**src/rtl/rom_loader_pkg.sv**
```systemverilog
// Shared types and helpers for the ROM loader: FSM state encoding and
// extraction of per-port fields from flattened parameter vectors.
package rom_loader_pkg;

  typedef enum logic [2:0] {
    StIdle,
    StLoad,
    StDrain,
    StHold,
    StRun
  } loader_state_e;

  localparam int unsigned MaxFlatW = 128;

  // Returns the aw-bit field idx of a flattened vector (field 0 in the LSBs).
  function automatic logic [31:0] slice_of(input logic [MaxFlatW-1:0] flat,
                                           input int unsigned aw,
                                           input int unsigned idx);
    logic [MaxFlatW-1:0] sh;
    sh = flat >> (aw * idx);
    return sh[31:0] & ((32'h1 << aw) - 32'h1);
  endfunction

endpackage

```
**src/rtl/rom_port_skid.sv**
```systemverilog
// One SDRAM write port: window hit, toggle req/ack issue and a one-entry
// skid buffer. Emits a one-cycle pulse whenever a byte has to be dropped.
module rom_port_skid #(
  parameter int unsigned   AW   = 25,
  parameter logic [AW-1:0] Base = '0,
  parameter logic [AW-1:0] Size = '0
) (
  input  logic          clk_i,
  input  logic          rst_i,
  input  logic          wr_i,
  input  logic [AW-1:0] addr_i,
  input  logic [7:0]    data_i,
  input  logic          ack_i,
  output logic          req_o,
  output logic [AW-3:0] a_o,
  output logic [1:0]    ds_o,
  output logic [15:0]   d_o,
  output logic          busy_o,
  output logic          overrun_o
);

  logic [AW:0]   addr_x, lo_x, hi_x;
  logic [AW-1:0] off;
  logic [AW-3:0] cur_a;
  logic [1:0]    cur_ds;
  logic          hit, pending, unused_off;

  logic          req_q, req_d, hv_q, hv_d;
  logic [AW-3:0] a_q, a_d, ha_q, ha_d;
  logic [1:0]    ds_q, ds_d, hds_q, hds_d;
  logic [15:0]   d_q, d_d;
  logic [7:0]    hd_q, hd_d;

  // One extra bit keeps base + size from wrapping at the top of the space.
  assign addr_x     = {1'b0, addr_i};
  assign lo_x       = {1'b0, Base};
  assign hi_x       = lo_x + {1'b0, Size};
  assign hit        = wr_i & (addr_x >= lo_x) & (addr_x < hi_x);
  assign off        = addr_i - Base;
  assign cur_a      = off[AW-2:1];
  assign cur_ds     = {addr_i[0], ~addr_i[0]};
  assign unused_off = off[AW-1] ^ off[0];
  assign pending    = req_q ^ ack_i;

  always_comb begin
    req_d     = req_q;
    a_d       = a_q;
    ds_d      = ds_q;
    d_d       = d_q;
    hv_d      = hv_q;
    ha_d      = ha_q;
    hds_d     = hds_q;
    hd_d      = hd_q;
    overrun_o = 1'b0;
    if (!pending && hv_q) begin
      req_d = ~req_q;
      a_d   = ha_q;
      ds_d  = hds_q;
      d_d   = {hd_q, hd_q};
      hv_d  = 1'b0;
    end
    if (hit) begin
      if (!pending && !hv_q) begin
        req_d = ~req_q;
        a_d   = cur_a;
        ds_d  = cur_ds;
        d_d   = {data_i, data_i};
      end else if (pending && hv_q) begin
        overrun_o = 1'b1;
      end else begin
        // Either still waiting on sdram, or the hold slot is being drained
        // this cycle: the new byte queues behind it.
        hv_d  = 1'b1;
        ha_d  = cur_a;
        hds_d = cur_ds;
        hd_d  = data_i;
      end
    end
  end

  always_ff @(posedge clk_i or posedge rst_i) begin
    if (rst_i) begin
      req_q <= 1'b0;
      a_q   <= '0;
      ds_q  <= '0;
      d_q   <= '0;
      hv_q  <= 1'b0;
      ha_q  <= '0;
      hds_q <= '0;
      hd_q  <= '0;
    end else begin
      req_q <= req_d;
      a_q   <= a_d;
      ds_q  <= ds_d;
      d_q   <= d_d;
      hv_q  <= hv_d;
      ha_q  <= ha_d;
      hds_q <= hds_d;
      hd_q  <= hd_d;
    end
  end

  assign req_o  = req_q;
  assign a_o    = a_q;
  assign ds_o   = ds_q;
  assign d_o    = d_q;
  assign busy_o = pending | hv_q;

endmodule

```
**src/rtl/rom_loader_ctrl.sv**
```systemverilog
// Routes the ioctl ROM byte stream into NPORTS SDRAM write ports and
// sequences rom_loaded / core_reset around the download.
module rom_loader_ctrl
  import rom_loader_pkg::*;
#(
  parameter int unsigned             NPORTS     = 2,
  parameter int unsigned             AW         = 25,
  parameter logic [NPORTS*AW-1:0]    PORT_BASE  = {25'h40000, 25'h0},
  parameter logic [NPORTS*AW-1:0]    PORT_SIZE  = {25'h40000, 25'h40000},
  parameter logic [7:0]              ROM_INDEX  = 8'h00,
  parameter int unsigned             RESET_HOLD = 16
) (
  input  logic                     clk_sys,
  input  logic                     reset,
  input  logic                     ioctl_downl,
  input  logic [7:0]               ioctl_index,
  input  logic                     ioctl_wr,
  input  logic [AW-1:0]            ioctl_addr,
  input  logic [7:0]               ioctl_dout,
  input  logic                     user_reset,
  output logic [NPORTS-1:0]        port_req,
  input  logic [NPORTS-1:0]        port_ack,
  output logic [NPORTS*(AW-2)-1:0] port_a,
  output logic [NPORTS*2-1:0]      port_ds,
  output logic [NPORTS*16-1:0]     port_d,
  output logic                     port_we,
  output logic                     rom_loaded,
  output logic                     core_reset,
  output logic                     overrun
);

  localparam int unsigned CntW = (RESET_HOLD > 1) ? $clog2(RESET_HOLD) : 1;

  logic              act, wr_edge, port_wr, all_idle, any_ovr;
  logic [NPORTS-1:0] busy, ovr_pulse;

  loader_state_e state_q;
  logic [CntW-1:0] cnt_q;
  logic wr_last_q, we_q, rom_loaded_q, core_reset_q, overrun_q;

  assign act      = ioctl_downl & (ioctl_index == ROM_INDEX);
  assign wr_edge  = ioctl_wr & ~wr_last_q;
  assign port_wr  = wr_edge & act;
  assign all_idle = ~|busy;
  assign any_ovr  = |ovr_pulse;

  for (genvar g = 0; g < NPORTS; g++) begin : g_port
    rom_port_skid #(
      .AW   (AW),
      .Base (AW'(slice_of(MaxFlatW'(PORT_BASE), AW, g))),
      .Size (AW'(slice_of(MaxFlatW'(PORT_SIZE), AW, g)))
    ) u_port (
      .clk_i     (clk_sys),
      .rst_i     (reset),
      .wr_i      (port_wr),
      .addr_i    (ioctl_addr),
      .data_i    (ioctl_dout),
      .ack_i     (port_ack[g]),
      .req_o     (port_req[g]),
      .a_o       (port_a[g*(AW-2) +: (AW-2)]),
      .ds_o      (port_ds[g*2 +: 2]),
      .d_o       (port_d[g*16 +: 16]),
      .busy_o    (busy[g]),
      .overrun_o (ovr_pulse[g])
    );
  end

  always_ff @(posedge clk_sys or posedge reset) begin
    if (reset) begin
      state_q      <= StIdle;
      cnt_q        <= '0;
      wr_last_q    <= 1'b0;
      we_q         <= 1'b0;
      rom_loaded_q <= 1'b0;
      core_reset_q <= 1'b1;
      overrun_q    <= 1'b0;
    end else begin
      wr_last_q    <= ioctl_wr;
      we_q         <= act;
      core_reset_q <= (state_q != StRun) | user_reset;
      // Any state restarts the load when a ROM download (re)appears.
      if (act && state_q != StLoad) begin
        state_q      <= StLoad;
        rom_loaded_q <= 1'b0;
        overrun_q    <= 1'b0;
      end else begin
        unique case (state_q)
          StLoad: if (!act) state_q <= StDrain;
          StDrain: begin
            if (all_idle) begin
              cnt_q   <= CntW'(RESET_HOLD - 1);
              state_q <= StHold;
            end
          end
          StHold: begin
            if (cnt_q == '0) begin
              rom_loaded_q <= 1'b1;
              state_q      <= StRun;
            end else begin
              cnt_q <= cnt_q - 1'b1;
            end
          end
          StIdle, StRun: ;
          default: state_q <= StIdle;
        endcase
      end
      // A dropped byte is always reported, even on the cycle a load restarts.
      if (any_ovr) overrun_q <= 1'b1;
    end
  end

  assign port_we    = we_q;
  assign rom_loaded = rom_loaded_q;
  assign core_reset = core_reset_q;
  assign overrun    = overrun_q;

endmodule

```
**config.mk**
```make
export PLATFORM = sky130hd
export DESIGN_NAME = rom_loader_ctrl
export DESIGN_NICKNAME = d
export VERILOG_FILES = /design/src/rtl/rom_loader_pkg.sv /design/src/rtl/rom_port_skid.sv /design/src/rtl/rom_loader_ctrl.sv
export SDC_FILE = /design/constraint.sdc
export NUM_CORES = 1
export LEC_CHECK = 0
export ABC_AREA = 0
export ABC_CLOCK_PERIOD_IN_PS = 1900
export BUFFER_PORTS_ARGS = -buffer_cell sky130_fd_sc_hd__buf_2
export CAP_MARGIN = 20
export CELL_PAD_IN_SITES_DETAIL_PLACEMENT = 1
export CELL_PAD_IN_SITES_GLOBAL_PLACEMENT = 2
export CORE_MARGIN = 3
export CORE_UTILIZATION = 33
export CTS_BUF_LIST = sky130_fd_sc_hd__clkbuf_16
export DETAILED_ROUTE_END_ITERATION = 6
export GPL_ROUTABILITY_DRIVEN = 0
export GPL_TIMING_DRIVEN = 1
export PLACE_DENSITY = 0.73
export SLEW_MARGIN = 20
export SYNTH_ARGS = -nofsm -noshare
export SYNTH_HDL_FRONTEND = slang
export SYNTH_HIERARCHICAL = 1
export SYNTH_SLANG_ARGS = --single-unit
```
**constraint.sdc**
```tcl
create_clock -name clk_sys -period 1.9 [get_ports clk_sys]
set_input_delay 0.095 -clock clk_sys [delete_from_list [all_inputs] [get_ports clk_sys]]
set_output_delay 0.095 -clock clk_sys [all_outputs]
set_load 0.01 [all_outputs]
```
==> results.py <==
metrics = {
    "run_status": {
        "outcome": "completed",
    },
    "critical_path": {
        "r2r_setup_slack_ns": 0.07,
        "worst-setup-path-type": "flip-flop to flip-flop",
        "required_ns": 2.20,
        "cp-start-kind": "flip-flop",
        "rr_endpoint": "g_port[0].u_port/ha_q[1]",
        "path_max_fanout": 28,
        "r2r_start": "g_port[0].u_port/req_o",
        "cp-end-kind": "flip-flop",
        "critPathLaunch": "g_port[0].u_port/req_o",
        "crit_arrival_ns": 2.14,
        "worst-r2r-cell-count": 5,
        "critical_path.endpoint": "g_port[0].u_port/ha_q[1]",
    },
    "sta": {
        "post-route-period-util_pct": 96.4,
        "layout_setup_ws_ns": 0.0687,
        "slew_headroom_pct": 52.6,
        "hold_slack_ns": 0.0158,
        "clock_skew_ns": 0.00980,
        "max_freq_mhz": 546,
        "tightest_slew_ns": 0.709,
        "hold_violations": 0,
        "min_period_ns": 1.83,
        "rsz0062_at_grt": "yes",
        "setup_violations": 0,
        "drv_slew": 0,
    },
    "cts": {
        "clockBufferDepth": 2,
        "htreeDepth": 4,
        "insertion_delay_ns": 0.42,
        "cts_tree": "built",
        "clkTransAtPathRegs_ns": 0.07,
        "numCtsBuffers": 17,
        "cts_num_sinks": 164,
        "cts-root-buf": "clkbuf_16",
    },
    "synth": {
        "synth_edf_count": 0,
        "ys_async_sr_fraction_pct": 100,
        "synthXorXnorAreaFrac_pct": 0.704,
        "synth.yosys.seq_area_share_pct": 55.0,
        "yosys_register_bits": 164,
        "netlist_instances": 612,
        "synth-main-ff-cell": "dfrtp_1",
        "avgSynthCellArea_sq_um": 12.2,
        "synth_fa_ha_area_share_pct": 2.01,
        "synth_simple_gate_area_share_pct": 9.36,
        "synth_top_family_by_area": "multiplexers",
        "syn_nets": 672,
        "ys_warn_count": 6,
        "synth_compound_area_share_pct": 5.86,
        "synthMuxAreaShare_pct": 22.0,
        "yosysUniqueCellTypes": 46,
        "synth_area_sq_um": 7470,
    },
    "final_layout": {
        "n_antenna_cell": 0,
        "drive_above_1_share_pct": 36.3,
        "nNetsFinal": 854,
        "syn_to_final_growth_pct": 30.3,
        "instances_no_fill": 1087,
        "finalInstanceArea_sq_um": 9730,
    },
    "routing": {
        "vias": 5481,
        "drc": 0,
        "drtAntennaViolNets": 0,
        "first_pass_iters": 4,
        "via_per_inst": 5.04,
        "wire_per_inst_microns": 19.9,
        "drt-total-wl_microns": 21600,
        "drt_iter0_drc": 231,
    },
    "power": {
        "p_switching_mw": 1.91,
        "p_total_mw": 7.64,
        "p_sw_share_pct": 25.0,
        "power_density_nw_per_um2": 785,
        "clkPwrFrac_pct": 45.1,
        "p_seq_share_pct": 47.4,
        "p_int_mw": 5.73,
        "combPwrFrac_pct": 7.5,
        "leakagePower_nw": 4.81,
        "irDropWorstVdd_v": 0.000488,
    },
    "placed_design": {
        "dp_slack_ns": -0.199,
        "io_buffers": 135,
        "placed_area_sq_um": 8730,
        "hpwl_microns": 15000,
        "place_inst": 1024,
    },
    "floorplan": {
        "dieArea_sq_um": 24500,
        "rows": 54,
        "fp.coreArea_sq_um": 22000,
        "ioPinCount": 136,
        "die_w_microns": 156,
        "start_util_pct": 33.9,
        "die_h_microns": 156,
    },
    "hold_path": {
        "hp-class": "input port to flip-flop",
        "min_from": "ioctl_addr[16]",
    },
    "grt": {
        "antenna_found_initial": 0,
        "grt_first_pass_wirelength_microns": 33500,
        "grt_max_degree": 38,
        "overflow": 0,
        "grtUsageTotal_pct": 17.7,
        "grt_pass1_vias": 5962,
    },
    "run": {
        "cap_viol_max_count": 0,
    },
}
-- metal layers --
| metal | GRT usage, % | vias to the layer above | share of wire [%] |
|---|---|---|---|
| met1 | 23.1 | 2831 | 45 |
| met3 | 4.48 | 18 | 4.9 |
| li1 | - | 2500 | - |
| met5 | 0 | - | 0 |
| met2 | 29.6 | 132 | 49 |
| met4 | 4.13 | 0 | 1.2 |
-- state kept, by name, indices dropped and copies added (netlist names) --
register and count:
state_q 3, g_port.u_port/ds_o 4, g_port.u_port/ha_q 46, port_we 1, core_reset 1, wr_last_q 1
g_port.u_port/req_o 2, rom_loaded 1, g_port.u_port/hv_q 2, g_port.u_port/hd_q 16, g_port.u_port/hds_q 4, overrun 1
g_port.u_port/d_o 32, g_port.u_port/a_o 46, cnt_q 4
-- power by group through the flow --
stage          logic, mW  registers [mW]  clock network [mW]
2_1_floorplan      0.317            3.66                   0
3_3_place_gp       0.494            3.68                   0
3_5_place_dp       0.531            3.69                   0
4_1_cts            0.572            3.62                3.53
5_1_grt            0.645            3.63                3.70
6_report           0.574            3.62                3.44
-- Yosys cell counts, types with 2 or more instances --
cell type,instances,area (sq um)
buf_2,11,55.1
nand3_1,3,15.0
nor3b_1,2,15.0
inv_1,54,203
nor4b_4,3,71.3
and3_1,6,37.5
and2_1,9,56.3
mux2_2,29,327
ha_1,12,150
a31oi_1,2,12.5
clkbuf_1,25,93.8
nand3_2,2,20.0
nor3_1,4,20.0
mux2_4,22,330
mux2_1,35,394
nand2_1,21,78.8
o21ai_0,68,340
nor2_1,13,48.8
a21boi_0,2,15.0
mux2i_1,59,591
a21oi_1,2,10.0
nand4_1,37,231
xnor2_1,5,43.8
buf_6,2,22.5
dfrtp_1,163,4080
-- cell usage in the layout, fill, tap and decap left out, drive strengths merged, types with 3 or more instances in the layout --
cell         synthesis  routed
a21boi               3       3
and2                 9       9
and3                 6       6
buf                 14     177
clkbuf              25      19
clkinv               1       8
clkinvlp             0       5
dfrtp              163     163
dlygate4sd3          0      22
ha                  12      12
inv                 54      55
mux2                86      86
mux2i               59      59
nand2               21      21
nand3                6       7
nand4               38      38
nor2                13      13
nor3                 5       5
nor4b                3       3
o21ai               68      68
xnor2                5       5
-- worst min-delay path by stage --
stage	to	slack, ns	depth (start not counted)
after floorplan	cnt_q[0]	-0.04	1
after global placement	wr_last_q	0.21	2
after detailed placement	wr_last_q	0.22	1
after CTS	g_port[1].u_port/ha_q[15]	0.0005	2
after global routing	g_port[1].u_port/hd_q[4]	0.008	2
final	g_port[0].u_port/a_o[15]	0.02	3
-- repair_timing --
| action | CTS | global route |
|---|---|---|
| resized for setup | 1 | 20 |
| endpoints found under the setup margin | 13 | 72 |
| buffers inserted | 1 | 5 |
| pin swaps | 1 | 2 |
| cloned | 1 | 2 |
| hold buffers | 22 | 0 |
| hold endpoints to repair | 134 | 0 |
-- area by class of cell --
type | count | area [sq um]
Clock buffer | 17 | 425
Clock inverter | 15 | 158
Fill cell | 2395 | 12300
Inverter | 55 | 215
Multi-Input combinational cell | 355 | 3080
Sequential cell | 164 | 4110
Tap cell | 280 | 350
Timing Repair Buffer | 201 | 1400
-- logic make-up (layout without fill, tap and decap cells) --
group	after synthesis	after routing
fa+ha+maj	12	12
simple gates	110	111
mux	145	145
buf+inv	94	288
flops	164	164
xor+xnor	6	6
compound gates	81	81
-- per-stage QoR --
step	utilization, %	TNS, ns
finish	44.2	0
global route	44.2	-0.0677
CTS	43.4	-0.00924
detailed placement	39.6	-6.98
global placement	39.6	-2.86
floorplan	-	0
-- worst max-delay path, stage by stage, from the launching register on --
cell and delay, ns:
dfrtp_2 0.46, xnor2_4 0.24, ha_1 0.28, nand3_2 0.10
buf_12 0.24, mux2_2 0.37
(Power assumes the default switching activity.)
